### config.mk
export PLATFORM = sky130hd
export DESIGN_NAME = wallace_product_acc
export DESIGN_NICKNAME = d
export VERILOG_FILES = /design/src/rtl/wallace_product_acc.sv
export SDC_FILE = /design/constraint.sdc
export NUM_CORES = 1
export LEC_CHECK = 0
export BUFFER_PORTS_ARGS = -buffer_cell sky130_fd_sc_hd__buf_2
export CAP_MARGIN = 40
export CORE_ASPECT_RATIO = 1.2
export CORE_MARGIN = 8
export CORE_UTILIZATION = 51
export DETAILED_ROUTE_END_ITERATION = 6
export MAX_ROUTING_LAYER = met4
export PLACE_DENSITY = 0.91
export SLEW_MARGIN = 20
export SYNTH_ARGS = -nofsm -noshare
export SYNTH_HDL_FRONTEND = slang
export SYNTH_SLANG_ARGS = --single-unit
### constraint.sdc
create_clock -name clk -period 2.8 [get_ports clk]
set_input_delay 0.56 -clock clk [delete_from_list [all_inputs] [get_ports clk]]
set_output_delay 0.56 -clock clk [all_outputs]
set_load 0.03 [all_outputs]
### src/rtl/wallace_product_acc.sv
// wallace_product_acc: sums a programmed number of unsigned multiplier products
// into a guard-extended accumulator, with valid/ready on both sides and a sticky overflow flag.
module wallace_product_acc #(
    parameter int PW = 64,
    parameter int GW = 16,
    parameter int LW = 16,
    localparam int AW = PW + GW
) (
    input  logic          clk,
    input  logic          rst_n,
    input  logic          start,
    input  logic [LW-1:0] len,
    input  logic          p_valid,
    output logic          p_ready,
    input  logic [PW-1:0] p_data,
    output logic          acc_valid,
    input  logic          acc_ready,
    output logic [AW-1:0] acc_data,
    output logic          acc_ovf,
    output logic          busy,
    output logic [LW-1:0] remaining
);
    typedef enum logic [1:0] {IDLE, ACCUM, HOLD} state_t;

    state_t        state, state_nxt;
    logic [AW-1:0] acc;
    logic          ovf;
    logic [LW-1:0] rem;
    logic [AW:0]   sum;
    logic          xfer;
    logic          take;

    assign take = (state == IDLE) && start;
    assign xfer = (state == ACCUM) && p_valid;
    // One spare bit on the adder captures the carry out of the accumulator.
    assign sum  = {1'b0, acc} + (AW+1)'(p_data);

    always_ff @(posedge clk or negedge rst_n)
        if (!rst_n) state <= IDLE;
        else        state <= state_nxt;

    always_comb begin
        state_nxt = state;
        if (take)                                 state_nxt = (len == '0) ? HOLD : ACCUM;
        else if (xfer && rem == LW'(1))           state_nxt = HOLD;
        else if (state == HOLD && acc_ready)      state_nxt = IDLE;
    end

    always_ff @(posedge clk or negedge rst_n)
        if (!rst_n) begin
            acc <= '0;
            ovf <= 1'b0;
            rem <= '0;
        end else if (take) begin
            acc <= '0;
            ovf <= 1'b0;
            rem <= len;
        end else if (xfer) begin
            acc <= sum[AW-1:0];
            ovf <= ovf | sum[AW];
            rem <= rem - LW'(1);
        end

    assign p_ready   = state == ACCUM;
    assign acc_valid = state == HOLD;
    assign busy      = state != IDLE;
    assign acc_data  = acc;
    assign acc_ovf   = ovf;
    assign remaining = rem;
endmodule

==> metrics.txt <==
status=finished with violations; violations in the final reports=design-rule violations, negative setup slack; Max-cap violations=0; clock skew=slightly below 0.01 ns; Slew Limit Headroom=0.349; Clock Sinks=99; largest area contributor in the netlist=dfrtp_1; Final GP Congestion=1.02; critical path class=reg2reg; Seq cells post-synth=99; RSZ-0062 raised after global routing=true; uppermost layer routed=met4; WL met2=about 19000 microns; Reg2Reg Launch Point=acc_data[14]; Root Buffer=clkbuf_16; final hold slack=between 0.004 and 0.005 ns; worst IR drop on VDD=slightly below 800 uV; CTS tree=built; Cell Count, Final, Fillers Out=about 1700; die area=between 20000 and 25000 sq um; Leak=just under 6 nW; cts-stage hold buffer count=0; CTS Buffer Depth=2; Worst EP required=approximately 3 ns; Clock Pin Slew Worst Setup and Hold Paths=around 0.080 ns; fmax=about 0.28 GHz; Synth Cell Area=about 8500 sq um; Core Rows=51; setup TNS=-5.99 ns; Starting DRT DRC Count=1655; Async SR Flop Fraction=1.00; vias in the first global route=between 10000 and 15000; commonest non-fill, non-tap cell in the layout=buf_4; met1 wire length=between 10000 and 15000 microns; syn_nets=~1200; post-synth top area share=0.291; CP Max Fanout=5; final worst path period share=1.30; Crit. End Element=flip-flop; GRT overflow=0; commonest cells after routing, fill and taps aside=buf_4, buf_2, nand2_1; CTS HTree Levels=3; largest net degree at the start of global routing=57; sequential share of the synthesized area=0.291; Overall Global Routing Usage=0.315; Final Critical Period=around 3.6 ns; Worst Path Arrival=3.81 ns; Switch Pwr=slightly above 0.009 W; placed insts=1663; r2r endpoint=acc_data[35]; WL final=between 30000 and 40000 microns; wire per inst=between 20 and 25 microns; final worst setup slack=-0.828 ns; chip width=between 100 and 150 microns; Clk pwr share=0.080; Sw Share=0.523; Inserted Clock Buffers=9; main area contributors after synthesis=dfrtp_1, ha_1, nand2_1; Initial Util=0.522; die height=about 160 microns; Post-DRT Antenna Nets=0; Setup crit start kind=flip-flop; DRC viols=1; wire length on met3=4050 microns; Final Hold Fails=0; input/output buffers=approximately 180; Hold Crit Class=in2async; combinational share of power=0.764; PD cells=between 1000 and 1500 nW/um^2; fin. max-slew vios=0; clock latency at the later pin of the worst-skew pair=0.37 ns; global-route wire length before repair=around 53000 microns; Main synth FF type=dfrtp_1; EDFF count, synth=0; Yosys warning total=0; fillers=924; Final setup viols=36; final net count=between 1500 and 2000; Area Growth Syn to Fin=50.9%; DPL Wire Length=24500 microns; Avg Vias per Cell=about 6.7; DR vias=between 10000 and 15000; Diodes inserted=0; Synth cell types=between 70 and 80; Worst Reg-to-Reg Cells=11; worst-margin pin slew=0.967 ns; reg2reg setup slack=-0.83 ns; cell internal pwr=0.00835 W; Reg power frac=0.157; layout cells sized above 1=0.412; Core Footprint=between 15000 and 20000 sq um; I/O pin total=roughly 190; Avg Cell Area, Syn=about 7.9 sq um; antenna violations before repair=0; Mapped Cells=approximately 1100; drt pass-1 iters=7
-- cell families after synthesis --
group | synth area share
xor+xnor | 0.0639
flops | 0.291
compound gates | 0.278
fa+ha+maj | 0.0995
simple gates | 0.226
mux | 0.00486
buf+inv | 0.0366
-- sequential cells by signal, indices dropped and copies added, names as in the netlist --
name and count:
state 2, acc_data 80, remaining 16, acc_ovf 1
-- through the flow --
step | power [W] | util | setup slack (ns) | area, sq um
CTS | 0.0155 | 0.737 | -0.173 | 12000
global placement | 0.0134 | 0.707 | -0.378 | 11500
detailed placement | 0.0138 | 0.707 | -0.594 | 11500
global route | 0.0184 | 0.788 | -0.814 | 12800
finish | 0.0175 | 0.788 | -0.828 | 12800
floorplan | 0.00926 | - | -0.0316 | 8760
-- synth_stat cells (all sizes together), types with 3 or more instances --
master	instances
a211oi	15
a21boi	4
a21o	33
a21oi	98
a221o	4
a31oi	13
and2	5
and3	8
buf	20
clkbuf	31
dfrtp	99
ha	66
inv	26
mux2i	3
nand2	161
nand2b	6
nand3	35
nand4	36
nor2	77
nor2b	5
nor3	21
nor4	14
nor4b	5
o211ai	19
o21a	6
o21ai	114
o21bai	11
o221ai	4
o22ai	4
o311ai	6
o31ai	11
or2	4
or3	7
or4	8
xnor2	28
xor2	34
-- how the worst max path moves through the flow --
stage,start,endpoint,slack (ns),cells past startpoint
6_report,acc_data[14],acc_data[35],-0.83,11
4_1_cts,acc_data[34],acc_data[70],-0.17,11
3_5_place_dp,p_data[17],acc_data[78],-0.59,12
5_1_grt,acc_data[14],acc_data[35],-0.81,11
3_3_place_gp,p_data[17],acc_data[78],-0.38,12
2_1_floorplan,p_data[17],acc_data[44],-0.03,11
-- worst max-delay path, stage by stage (launching register included) --
cell and delay, ns:
dfrtp_1 0.39, ha_2 0.41, nand2_2 0.13, buf_4 0.16, o211ai_1 0.22, nor3_1 0.09, nand3_1 0.16, a21boi_0 0.12
o21bai_1 0.57, a21oi_1 0.22, xor2_1 0.19, o21ai_0 0.76
-- power groups by stage --
stage	Clock, W	Combinational (W)	Sequential, W
after global routing	0.00145	0.0141	0.00282
after detailed placement	0	0.0112	0.00264
after floorplan	0	0.00552	0.00374
after CTS	0.00138	0.0114	0.00264
final	0.00140	0.0134	0.00275
after global placement	0	0.0108	0.00260
-- cell type report --
cell class | count | area, sq um | area share
Sequential cell | 99 | 2480 | 0.194
Inverter | 26 | 97.6 | 0.00761
Clock buffer | 9 | 225 | 0.0176
Timing Repair Buffer | 447 | 2950 | 0.230
Tap cell | 212 | 265 | 0.0207
Clock inverter | 7 | 82.6 | 0.00644
Multi-Input combinational cell | 901 | 6720 | 0.524
-- timing repair --
item                                    CTS  global route
endpoints found under the setup margin   36            47
setup buffers                             5            18
pin swaps                                17            59
gates resized for setup                  29           131
-- metal layers --
metal  track usage  up-vias
met3        0.0606      318
met5             -        -
met1         0.333     5316
met4         0.209        0
li1              -     4806
met2         0.533     1000
Note: power is estimated with default switching activity, not from simulation.
